==> src/rtl/ram_stream_reader.sv <==
// ram_stream_reader
//   Read-side sequencer for single-clock synchronous-read RAMs (one-cycle
//   registered read, no read enable). A command (base_addr, len) is sampled
//   with start. The block then drives the RAM read address and streams the
//   returned words out over a valid/ready interface with full backpressure.
//
// Ports
//   clk        in   single clock, rising edge
//   rst_n      in   synchronous active-low reset
//   start      in   command strobe, sampled only while busy=0
//   base_addr  in   first RAM address, sampled with start
//   len        in   number of words (0 .. 2^(ADDR_LENGTH+1)-1), sampled with start
//   busy       out  transfer in progress
//   done       out  one-cycle pulse at end of transfer
//   r_addr     out  registered RAM read address
//   r_data     in   RAM read data, valid one cycle after r_addr
//   m_data     out  stream data (FIFO head)
//   m_valid    out  stream data valid
//   m_ready    in   consumer ready
//   abort      in   cancel transfer (only with RAM_READER_ABORT_EN)
//
// Build option
//   RAM_READER_ABORT_EN : adds the abort port and the flush/cancel logic.

module ram_stream_reader #(
    parameter int WORD_LENGTH = 8,
    parameter int ADDR_LENGTH = 8
) (
    input  logic                   clk,
    input  logic                   rst_n,
    input  logic                   start,
    input  logic [ADDR_LENGTH-1:0] base_addr,
    input  logic [ADDR_LENGTH:0]   len,
    output logic                   busy,
    output logic                   done,
    output logic [ADDR_LENGTH-1:0] r_addr,
    input  logic [WORD_LENGTH-1:0] r_data,
    output logic [WORD_LENGTH-1:0] m_data,
    output logic                   m_valid,
    input  logic                   m_ready
`ifdef RAM_READER_ABORT_EN
    ,
    input  logic                   abort
`endif
);

    typedef enum logic {
        ST_IDLE,
        ST_RUN
    } state_t;

    localparam int FIFO_DEPTH = 4;

    state_t                 r_state;
    state_t                 w_state_next;

    logic [ADDR_LENGTH:0]   r_issue_rem;
    logic [ADDR_LENGTH:0]   r_accept_rem;
    // r_tag_addr: the address on r_addr this cycle is a live issue.
    // r_tag_data: the word on r_data this cycle belongs to a live issue.
    logic                   r_tag_addr;
    logic                   r_tag_data;
    logic [WORD_LENGTH-1:0] r_fifo [FIFO_DEPTH];
    logic [1:0]             r_wr_ptr;
    logic [1:0]             r_rd_ptr;
    logic [2:0]             r_count;
    logic                   r_done;

    logic                   w_start_go;
    logic                   w_start_empty;
    logic                   w_issue;
    logic                   w_last;
    logic                   w_xfer;
    logic                   w_push;
    logic                   w_abort_hit;
    logic [2:0]             w_outstanding;

`ifdef RAM_READER_ABORT_EN
    assign w_abort_hit = abort && (r_state == ST_RUN);
`else
    assign w_abort_hit = 1'b0;
`endif

    assign m_valid       = (r_count != 3'd0);
    assign m_data        = r_fifo[r_rd_ptr];
    assign busy          = (r_state == ST_RUN);
    assign done          = r_done;
    assign w_xfer        = m_valid && m_ready;
    assign w_push        = r_tag_data;
    // Pipeline words plus buffered words; capping this at the FIFO depth
    // guarantees every in-flight word has a FIFO slot when it lands.
    assign w_outstanding = r_count + {2'b00, r_tag_addr} + {2'b00, r_tag_data};

    always_ff @(posedge clk) begin
        if (!rst_n) begin
            r_state <= ST_IDLE;
        end else begin
            r_state <= w_state_next;
        end
    end

    always_comb begin
        w_state_next  = r_state;
        w_start_go    = 1'b0;
        w_start_empty = 1'b0;
        w_issue       = 1'b0;
        w_last        = 1'b0;
        case (r_state)
            ST_IDLE: begin
                if (start) begin
                    if (len != '0) begin
                        w_start_go   = 1'b1;
                        w_state_next = ST_RUN;
                    end else begin
                        w_start_empty = 1'b1;
                    end
                end
            end
            ST_RUN: begin
                if (w_abort_hit) begin
                    w_state_next = ST_IDLE;
                end else begin
                    w_issue = (r_issue_rem != '0) && (w_outstanding < 3'(FIFO_DEPTH));
                    if (w_xfer && (r_accept_rem == (ADDR_LENGTH+1)'(1))) begin
                        w_last       = 1'b1;
                        w_state_next = ST_IDLE;
                    end
                end
            end
            default: w_state_next = ST_IDLE;
        endcase
    end

    always_ff @(posedge clk) begin
        if (!rst_n) begin
            r_addr       <= '0;
            r_issue_rem  <= '0;
            r_accept_rem <= '0;
            r_tag_addr   <= 1'b0;
            r_tag_data   <= 1'b0;
            r_wr_ptr     <= '0;
            r_rd_ptr     <= '0;
            r_count      <= '0;
            r_done       <= 1'b0;
            for (int unsigned i = 0; i < FIFO_DEPTH; i++) begin
                r_fifo[i] <= '0;
            end
        end else begin
            r_done     <= w_start_empty || w_last || w_abort_hit;
            r_tag_data <= r_tag_addr;
            r_tag_addr <= w_start_go || w_issue;

            if (w_xfer) begin
                r_accept_rem <= r_accept_rem - (ADDR_LENGTH+1)'(1);
                r_rd_ptr     <= r_rd_ptr + 2'd1;
            end

            // Loading base_addr is itself issue #1.
            if (w_start_go) begin
                r_addr       <= base_addr;
                r_issue_rem  <= len - (ADDR_LENGTH+1)'(1);
                r_accept_rem <= len;
            end else if (w_issue) begin
                r_addr      <= r_addr + ADDR_LENGTH'(1);
                r_issue_rem <= r_issue_rem - (ADDR_LENGTH+1)'(1);
            end

            if (w_push) begin
                r_fifo[r_wr_ptr] <= r_data;
                r_wr_ptr         <= r_wr_ptr + 2'd1;
            end

            case ({w_push, w_xfer})
                2'b10:   r_count <= r_count + 3'd1;
                2'b01:   r_count <= r_count - 3'd1;
                default: r_count <= r_count;
            endcase

            // Abort overrides everything above: drop buffered and in-flight words.
            if (w_abort_hit) begin
                r_issue_rem  <= '0;
                r_accept_rem <= '0;
                r_tag_addr   <= 1'b0;
                r_tag_data   <= 1'b0;
                r_wr_ptr     <= '0;
                r_rd_ptr     <= '0;
                r_count      <= '0;
            end
        end
    end

endmodule
==> config.mk <==
export PLATFORM = sky130hd
export DESIGN_NAME = ram_stream_reader
export DESIGN_NICKNAME = d
export VERILOG_FILES = /design/src/rtl/ram_stream_reader.sv
export SDC_FILE = /design/constraint.sdc
export NUM_CORES = 1
export LEC_CHECK = 0
export BUFFER_PORTS_ARGS = -buffer_cell sky130_fd_sc_hd__buf_2
export CAP_MARGIN = 20
export CORE_UTILIZATION = 58
export CTS_BUF_LIST = sky130_fd_sc_hd__clkbuf_4 sky130_fd_sc_hd__clkbuf_8
export DETAILED_ROUTE_END_ITERATION = 6
export PLACE_DENSITY_LB_ADDON = 0.2
export SLEW_MARGIN = 0
export SYNTH_ARGS = -nofsm -noshare
export SYNTH_HDL_FRONTEND = slang
export SYNTH_SLANG_ARGS = --single-unit
==> constraint.sdc <==
create_clock -name clk -period 4 [get_ports clk]
set_input_delay 0.4 -clock clk [delete_from_list [all_inputs] [get_ports clk]]
set_output_delay 0.4 -clock clk [all_outputs]
set_load 0.02 [all_outputs]
Word level (Yosys, flattened, before mapping)

Memories as Yosys holds them, arrays and structs flattened. A register that Yosys moved wholly into a read port is not among the register bits.
Cells that the tools add are included.

Add/subtract/negate cells: 10
Reduce and logical (&&, ||, !) cells: 12
Multiply operators: 0
Bitwise gates (word level): 1
Equal/unequal tests: 3
Magnitude comparators: 1
Muxes and demuxes: 27
Shifts and indexed selects: 0
Div/mod/pow operators: 0

Operator list:

| cell                                                | number |
|---|---|
| 2-to-1 mux 9 bit                                    | 4 |
| subtractor 9 x 1 -> 9 bit, second input constant    | 3 |
| 2-to-1 mux 8 bit                                    | 3 |
| nonzero test 9 bit                                  | 2 |
| 2-to-1 mux 1 bit                                    | 15 |
| equality test 9 x 1 -> 1 bit, second input constant | 1 |
| adder 8 x 1 -> 8 bit, second input constant         | 1 |
| OR reduction 8 bit                                  | 1 |
| adder 3 x 1 -> 3 bit                                | 2 |
| 2-to-1 mux 2 bit                                    | 3 |
| one-hot mux 3 bit (2 select lines)                  | 1 |
| nonzero test 2 bit                                  | 3 |
| adder 2 x 1 -> 2 bit, second input constant         | 2 |
| adder 3 x 1 -> 3 bit, second input constant         | 1 |
| logical AND 1 bit                                   | 3 |
| less-than comparator 3 bit, second input constant   | 1 |
| nonzero test 3 bit                                  | 1 |
| subtractor 3 x 1 -> 3 bit, second input constant    | 1 |
| equality test 2 x 1 -> 1 bit, second input constant | 1 |
| equality test 2 bit, second input constant          | 1 |
| logical OR 1 bit                                    | 2 |
| one-hot mux 1 bit (2 select lines)                  | 1 |
| inverter 1 bit                                      | 1 |

ROM bits: 0
Memories kept: 1
Bits in writable memories: 32
Logic and storage cells: 65
Output and inout bits: 19
Bits in latches: 0
Flip-flop bits (word level): 37

Memory list:

| name   | words | width | read ports | clocked after memory_dff | wr ports | line | text |
|---|---|---|---|---|---|---|---|
| r_fifo | 4     | 8     | 1          | 1                        | 4        | 63   | `logic [WORD_LENGTH-1:0] r_fifo [FIFO_DEPTH];` |

Depth between registers and ports, before layout

Gate-level depths: netlist of run 1.

Word-level depth: 7
Gate-level depth with buffers: 10
Mapped depth without buffers: 9

Worst setup path before layout of run 1

Ideal clock, no wire load.

Path type: input-to-reg
Start: input len[3]
End: register r_issue_rem[8]
Path buffers: 2
Data arrival time: 2821 ps
Stages on the path: 10
Data required time: 3884 ps
Path slack: 1063 ps
Setup time: 116 ps
Cells stage by stage: or4_4 o31ai_2 buf_2 buf_1 a21boi_0 ha_1 nand3_1 nor3_2 a211o_1 and4_1

Longest elaborated chain between the ends: 5
Elaborated cells on any way between the ends: 7
Classes of those cells: add/sub: 1; mux: 4; reduce/logical: 2

Ends and longest elaborated chain:

| what                                                              | line | text |
|---|---|---|
| start, declared                                                   | 33   | `input logic [ADDR_LENGTH:0] len,` |
| branches (longest 5 deep; another with subtractor 9 x 1 -> 9 bit) | n/a  |  |
| end signal, assigned                                              | 161  | `r_issue_rem <= len - (ADDR_LENGTH+1)'(1);` |
| end signal, assigned                                              | 165  | `r_issue_rem <= r_issue_rem - (ADDR_LENGTH+1)'(1);` |
| end, declared                                                     | 57   | `logic [ADDR_LENGTH:0] r_issue_rem;` |

Several ways; the timed one is not identified.
A chain may end at the register's enable or synchronous reset.

Worst setup path after layout of run 1

Ends and elaborated chain as after synthesis.

==> metrics.cfg, run 1 <==
[setup_path]
cp-start-kind=input pin
cpMaxStageDelayCell=or4_4
path_class=input pin to flip-flop
path_cells=buf_2 > or4_4 > o31ai_4 > mux2i_1 > ha_1 > nand3_1 > nor3_2 > mux2i_1 > and4_1
worstPathArrival_ns=2.86
end_kind=flip-flop
cp_max_fo=6
cpMostUsedCell=mux2i_1
critPathMaxStageDelay_ns=0.58
worstPathRequired_ns=4.28

[final_layout]
finalInstanceArea_sq_mm=0.00401
syn2layout_area_growth_pct=15.2
nets=433
drive_gt1_share_pct=21.6
layout_commonest_cell=nor2_1
antenna_cells=0
layout_common_cells=53 x nor2_1, 47 x buf_2, 39 x dfxtp_1, 32 x edfxtp_1, 29 x nand2_1

[place]
gp_congestion=0.882
port_buffers=47
placed_area_sq_mm=0.00381
dp_hpwl_mm=5.61

[route]
wirelength_mm=7.74
routed_via_density=5.84
first_pass_iters=4
wl_per_cell_um=16.3
drc=0
first_iter_violations=208
dr_total_vias=2769
postRouteAntennaNets=0

[grt]
met2_usage_pct=49.2
antenna_found_initial=0
use_met3_pct=5.71
gr-total-overflow=0
grt.total_usage_pct=27.4
grtUsageMet1_pct=29.4
grt_first_pass_wirelength_mm=12.8
grt_start_max_net_pins=36
busiest_layer=met2
grt_pass1_vias=2801

[sta]
skew_ns=0.0105
hold_viol_final=0
finalSetupViolCount=0
slew_viol_final=0
slew_headroom_pct=47.6
fmax_ghz=0.387
grt_setup_unrepaired=no
worst_pin_slew_ns=0.786
post-route-period-util_pct=64.5
min_period_ns=2.58
timing.setup.tns_ns=0

[hold_path]
hp-class=input pin to flip-flop

[die]
dieArea_sq_mm=0.00632
start_util_pct=61.8
die_h_um=79.5
io_pins=48
coreArea_sq_mm=0.00564
fp.dieW_um=79.5
row_count=27

[yosys]
synth_edf_count=32
synth_fp_nets=382
synth.top_cell.area_share_pct=27.6
seq_area_frac_synth_pct=50.0
yosys-top-cells-area=edfxtp_1 28%, dfxtp_1 22%, nor2_1 5.7%
synth_area_sq_mm=0.00348
synth_ff_type=dfxtp_1
synth.avg_cell_area_sq_um=10.1
synth_cell_types=52
synthCells=346
synth-seq-cells=71
yosysTopAreaCell=edfxtp_1
yosysWarnings=0
synthArstFlopShare_pct=0

[clock_network]
tritoncts=yes
cts_inserted_buffers=9
hold_buffers=0
cts_max_level=3
clk_latency_ns=0.34
cts_max_path_buffers=2
cts_setup_buffers=0
cts_sinks=71
cts_resized=0
cts-root-buf=clkbuf_8
clk_pin_slew_ns=0.08

[power_and_ir_drop]
fin_total_pwr_mw=1.95
power.density_mw_per_mm2=486
p_leak_nw=1.61
peakVddDrop_v=0.000289

[status]
status=complete, no violations

[run]
max_cap_violations=0

-- cell type report --
| class | count | area (sq um) |
|---|---|---|
| Sequential cell | 71 | 1740 |
| Fill cell | 424 | 1630 |
| Multi-Input combinational cell | 243 | 1630 |
| Timing Repair Buffer | 53 | 280 |
| Clock buffer | 9 | 124 |
| Tap cell | 72 | 90.1 |
| Clock inverter | 7 | 78.8 |
| Inverter | 19 | 71.3 |
-- cells in the mapped netlist (4+ instances only) --
cell type and n:
xor2_1 16, ha_1 6, nor4_1 5, a21oi_1 16, nand2_1 29, and2_1 11, a211oi_1 7, inv_1 17
xnor2_1 8, dfxtp_1 39, or4_1 4, or3_1 4, nand2b_1 4, nand4_1 6, mux2i_1 4, nand3_1 8
clkbuf_1 7, edfxtp_1 32, o21ai_0 16, buf_2 4, mux4_2 8, nor2_1 53
-- logic make-up (layout without fill, tap and decap cells) --
| group | Yosys count | count (layout) | share of synthesized area [%] |
|---|---|---|---|
| mux | 15 | 15 | 7.29 |
| flops | 71 | 71 | 50.0 |
| simple gates | 135 | 135 | 18.7 |
| buf+inv | 32 | 88 | 3.59 |
| fa+ha+maj | 7 | 7 | 2.73 |
| compound gates | 62 | 62 | 11.7 |
| xor+xnor | 24 | 24 | 6.03 |
-- flip-flops by register name (all words and copies together), names as in the netlist, 2 cells and up, named ones only --
signal,count
r_count,3
r_issue_rem,9
r_fifo,32
r_accept_rem,9
r_wr_ptr,2
r_rd_ptr,2
r_addr,8
-- worst paths after layout --
path / end / startpoint / depth (start not counted) / slack [ns]
max: r_issue_rem[8]$_SDFFE_PN0P_ / len[3] / 9 / 1.42
max reg2reg: r_count[2]$_SDFFE_PN0P_ / r_count[2]$_SDFFE_PN0P_ / 9 / 1.69
min: r_addr[4]$_SDFFE_PN0P_ / base_addr[4] / 3 / 0.32
min reg2reg: r_tag_data$_SDFF_PN0_ / r_tag_addr$_SDFF_PN0_ / 1 / 0.47
-- per-layer routing --
metal	part of all wire [%]	up-vias	wire, um
met2	54	88	4140
met1	40	1325	3070
met3	5.5	13	422
met4	1.3	0	100
met5	0	-	0
li1	-	1343	-
-- metrics by stage --
stage,setup WS (ns),util (%),cells,hold WS (ns)
2_1_floorplan,1.06,-,346,0.435
3_3_place_gp,1.22,67.5,458,0.447
3_5_place_dp,1.09,67.5,458,0.451
4_1_cts,1.45,71.1,474,0.307
5_1_grt,1.29,71.1,474,0.330
6_report,1.42,71.1,474,0.320
-- where the power goes --
group          internal (mW)  switching [mW]
logic                  0.199           0.267
registers              0.827          0.0790
clock network          0.294           0.286
-- worst max-delay path, delay by kind of cell --
family / cells / cell delay (ns)
adder cells (fa/ha/maj): 1 / 0.29
AND/OR/NAND/NOR: 4 / 1.21
buffers and inverters: 1 / 0.12
multiplexers: 2 / 0.49
AO/OA/AOI/OAI: 1 / 0.35
Power figures use the tool's default switching activity.
==> inputs of run 2 (changes only) <==
CORE_UTILIZATION = 54   (was 58)
clock period = 2.2 ns   (was 4 ns; I/O delays follow)
==> metrics.cfg, run 2 (synthesis results as in run 1) <==
[sta]
fmax_ghz=0.476
slew_viol_final=0
post-route-period-util_pct=95.4
hold_viol_final=0
skew_ns=0.00744
slew_headroom_pct=61.6
grt_setup_unrepaired=no
finalSetupViolCount=0
min_period_ns=2.10
worst_pin_slew_ns=0.574

[place]
placed_area_sq_mm=0.00406
dp.cells=490
port_buffers=47
gp_congestion=0.891
dp_hpwl_mm=5.52

[final_layout]
layout_common_cells=53 x nor2_1, 47 x buf_2, 39 x dfxtp_1, 36 x buf_4, 32 x edfxtp_1
antenna_cells=0
drive_gt1_share_pct=28.7
reg.largest.list=r_fifo x32, r_accept_rem x9, r_issue_rem x9
syn2layout_area_growth_pct=23.0
layout_commonest_cell=nor2_1
finalInstanceArea_sq_mm=0.00429
final_cells=507
regMostFlops=r_fifo
final_util_pct=70.7
largest_register_ff_count=32
nets=463

[die]
row_count=28
die_h_um=82.3
fp.dieW_um=82.3
start_util_pct=57.5
dieArea_sq_mm=0.00678
io_pins=48
coreArea_sq_mm=0.00606

[clock_network]
cts_inserted_buffers=9
clk_latency_ns=0.34
cts_max_path_buffers=2
cts_sinks=71
cts-root-buf=clkbuf_8
tritoncts=yes
cts_max_level=3
clk_pin_slew_ns=0.07

[route]
met3WireLength_um=301
wl_per_cell_um=14.8
highest_layer=met4
postRouteAntennaNets=0
drc=0
first_pass_iters=4
first_iter_violations=117
routed_via_density=5.53
met1_length_mm=3.20
wirelength_mm=7.52
detailroute.wirelength.met2_mm=3.93
dr_total_vias=2805

[power_and_ir_drop]
p_leak_nw=1.76
peakVddDrop_v=0.000515
power.density_mw_per_mm2=843

[grt]
gr-total-overflow=0
grt_pass1_vias=2649
antenna_found_initial=0
grt.total_usage_pct=24.5
grt_first_pass_wirelength_mm=12.0
grt_start_max_net_pins=22

[setup_path]
worstPathRequired_ns=2.48
cp_max_fo=6
path_class=flip-flop to flip-flop
worstPathArrival_ns=2.38
end_kind=flip-flop
cp-start-kind=flip-flop

[hold_path]
hp-class=input pin to flip-flop

[status]
status=complete, no violations

[run]
max_cap_violations=0

## run 2: worst max-delay path, stage by stage (launching register included)
cell and delay [ns]:
dfxtp_1 0.32, ha_1 0.28, a21o_1 0.16, a21o_1 0.21, a21o_4 0.24, or4_4 0.52
xor2_1 0.17, a21oi_1 0.13
## run 2: layout make-up
class                   instances  area [sq um]
multi-input cells             243          1690
inverters                      19          71.3
fillers                       457          1770
repair buffers                 83           505
clock inverters                 7          63.8
clock buffers                   9           124
flip-flops and latches         71          1740
well taps                      75          93.8
## run 2: timing repair
| item | in CTS | in global routing |
|---|---|---|
| pin swaps | 0 | 2 |
| buffers inserted | 0 | 1 |
| setup endpoints to repair | 1 | 9 |
| resized for setup | 1 | 6 |
| hold buffers | 0 | 0 |
## run 2: path summary, 6_finish.rpt
path,startpoint,endpoint,slack (ns),cells past startpoint
worst min-delay path,base_addr[6],r_addr[6]$_SDFFE_PN0P_,0.16,3
worst max register to register,r_tag_data$_SDFF_PN0_,r_addr[7]$_SDFFE_PN0P_,0.10,7
worst min register to register,r_tag_addr$_SDFF_PN0_,r_tag_data$_SDFF_PN0_,0.48,1
worst max-delay path,r_tag_data$_SDFF_PN0_,r_addr[7]$_SDFFE_PN0P_,0.10,7
## run 2: through the flow
stage          hold WS (ns)  power (mW)  setup slack, ns  TNS [ns]
2_1_floorplan         0.358        2.29          -0.0991   -0.0991
4_1_cts               0.144        3.61           0.0410         0
3_3_place_gp          0.454        2.59           -0.168    -0.491
3_5_place_dp          0.465        2.60           -0.230    -0.727
6_report              0.161        3.61            0.101         0
5_1_grt               0.147        3.81          0.00719         0
## run 2: metal layers
metal / global-route usage [%] / up-vias
met2: 43.6 / 68
met1: 28.3 / 1326
met3: 6.04 / 9
li1: - / 1402
met5: 0 / -
met4: 8.95 / 0
## run 2: report_power, final
| group | switching (mW) | internal (mW) | leakage (nW) |
|---|---|---|---|
| Clock | 0.489 | 0.514 | 0.0941 |
| Sequential | 0.123 | 1.50 | 0.652 |
| Combinational | 0.530 | 0.453 | 1.01 |
==> inputs of run 3 (changes only) <==
==> constraint.sdc (replaced) <==
create_clock -name clk -period 2.2 [get_ports clk]
set_input_delay 0.33 -clock clk [delete_from_list [all_inputs] [get_ports clk]]
set_output_delay 0.33 -clock clk [all_outputs]
set_load 0.02 [all_outputs]
==> metrics.cfg, run 3 (synthesis results as in run 1) <==
[final_layout]
syn2layout_area_growth_pct=24.5
regMostFlops=r_fifo
largest_register_ff_count=32
layout_common_cells=53 x nor2_1, 46 x buf_2, 39 x dfxtp_1, 39 x buf_4, 32 x edfxtp_1
drive_gt1_share_pct=29.6
fill_cells=470
antenna_cells=0
reg.largest.list=r_fifo x32, r_accept_rem x9, r_issue_rem x9
layout_commonest_cell=nor2_1
nets=467

[grt]
grt.total_usage_pct=25.4
grt_first_pass_wirelength_mm=12.6
grt_start_max_net_pins=25
antenna_found_initial=0
gr-total-overflow=0
grt_pass1_vias=2785

[clock_network]
cts_max_path_buffers=2
clk_latency_ns=0.33
tritoncts=yes
cts_max_level=3
cts_inserted_buffers=9
clk_pin_slew_ns=0.07
cts_sinks=71
cts-root-buf=clkbuf_8

[die]
io_pins=48
row_count=28
coreArea_sq_mm=0.00606
die_h_um=82.3
fp.dieW_um=82.3
start_util_pct=57.5
dieArea_sq_mm=0.00678

[sta]
hold_slack_ns=0.264
worst_pin_slew_ns=0.617
finalSetupViolCount=0
min_period_ns=2.14
timing.setup.tns_ns=0
fmax_ghz=0.468
hold_viol_final=0
grt_setup_unrepaired=yes
skew_ns=0.00801
slew_viol_final=0
slew_headroom_pct=58.7
post-route-period-util_pct=97.2

[hold_path]
hold_depth=3
hp-class=input pin to flip-flop

[power_and_ir_drop]
power_switching_share_pct=30.8
switching_power_mw=1.13
seqPwrFrac_pct=43.6
power.density_mw_per_mm2=846
combPwrFrac_pct=28.3
p_clk_share_pct=28.1
p_leak_nw=1.79
intPower_mw=2.54
peakVddDrop_v=0.000519

[setup_path]
path_buf_inv=1
cpMaxStageDelayCell=or4_4
cp.depth=9
end_kind=flip-flop
critPathTopFamily=simple AND/OR/NAND/NOR gates
worstPathRequired_ns=2.48
cp_max_fo=3
path_cells=buf_6 > or4_4 > o31ai_4 > mux2i_1 > ha_2 > nand3_4 > nor3_4 > mux2i_1 > and4_1
cpMostUsedCell=mux2i_1
path_class=input pin to flip-flop
worstPathArrival_ns=2.41
cp-start-kind=input pin
rr_worst_depth=7
critPathMaxStageDelay_ns=0.54

[route]
met1_length_mm=3.30
wirelength_mm=7.87
routed_via_density=5.58
detailroute.wirelength.met2_mm=4.13
drc=0
met3WireLength_um=313
dr_total_vias=2850
first_iter_violations=105
first_pass_iters=5
highest_layer=met4
postRouteAntennaNets=0
wl_per_cell_um=15.4

[run]
max_cap_violations=0

[place]
port_buffers=47
dp_hpwl_mm=5.87
gp_congestion=0.925

[status]
status=complete, no violations

==> run 3: worst min-delay path, cell delays in order <==
cell     delay [ns]
buf_2          0.08
o21ai_0        0.07
nor2_1         0.08
==> run 3: stage by stage <==
stage | instances | cell area, sq um | power, mW | setup slack, ns | util, %
6_report | 511 | 4340 | 3.67 | 0.0621 | 71.6
5_1_grt | 511 | 4340 | 3.88 | -0.0470 | 71.6
4_1_cts | 510 | 4290 | 3.67 | 0.0462 | 70.9
3_5_place_dp | 494 | 4090 | 2.63 | -0.328 | 67.4
3_3_place_gp | 494 | 4090 | 2.60 | -0.232 | 67.4
2_1_floorplan | 346 | 3530 | 2.29 | -0.209 | -
==> run 3: layout make-up <==
cell class / instances / area [sq um] / area share (%)
multi-input cells: 243 / 1680 / 38.8
flip-flops and latches: 71 / 1740 / 40.1
repair buffers: 87 / 546 / 12.6
inverters: 19 / 71.3 / 1.64
clock buffers: 11 / 145 / 3.35
well taps: 75 / 93.8 / 2.16
clock inverters: 5 / 57.6 / 1.33
==> run 3: layer usage <==
metal | up-vias | global-route usage (%)
li1 | 1414 | -
met1 | 1350 | 29.1
met2 | 74 | 45.5
met3 | 12 | 5.82
met4 | 0 | 10.0
met5 | - | 0
==> run 3: path summary, 6_finish.rpt <==
kind                              start                          end  slack (ns)
hold reg to reg   r_tag_addr$_SDFF_PN0_        r_tag_data$_SDFF_PN0_        0.49
setup reg to reg  r_tag_data$_SDFF_PN0_       r_addr[7]$_SDFFE_PN0P_        0.07
setup / recovery                 len[8]  r_issue_rem[8]$_SDFFE_PN0P_        0.06
hold / removal             base_addr[4]       r_addr[4]$_SDFFE_PN0P_        0.26
==> run 3: power by group through the flow <==
stage | Sequential [mW] | Clock (mW) | Combinational, mW
after floorplan | 1.63 | 0 | 0.657
after global placement | 1.62 | 0 | 0.979
after detailed placement | 1.63 | 0 | 1.01
after CTS | 1.60 | 1.06 | 1.01
after global routing | 1.62 | 1.12 | 1.15
final | 1.60 | 1.03 | 1.04
==> run 3: timing repair <==
| action | CTS | global route |
|---|---|---|
| setup endpoints to repair | 2 | 9 |
| hold buffers | 0 | 0 |
| pin swaps | 0 | 3 |
| setup buffers | 0 | 1 |
| gates resized for setup | 1 | 8 |
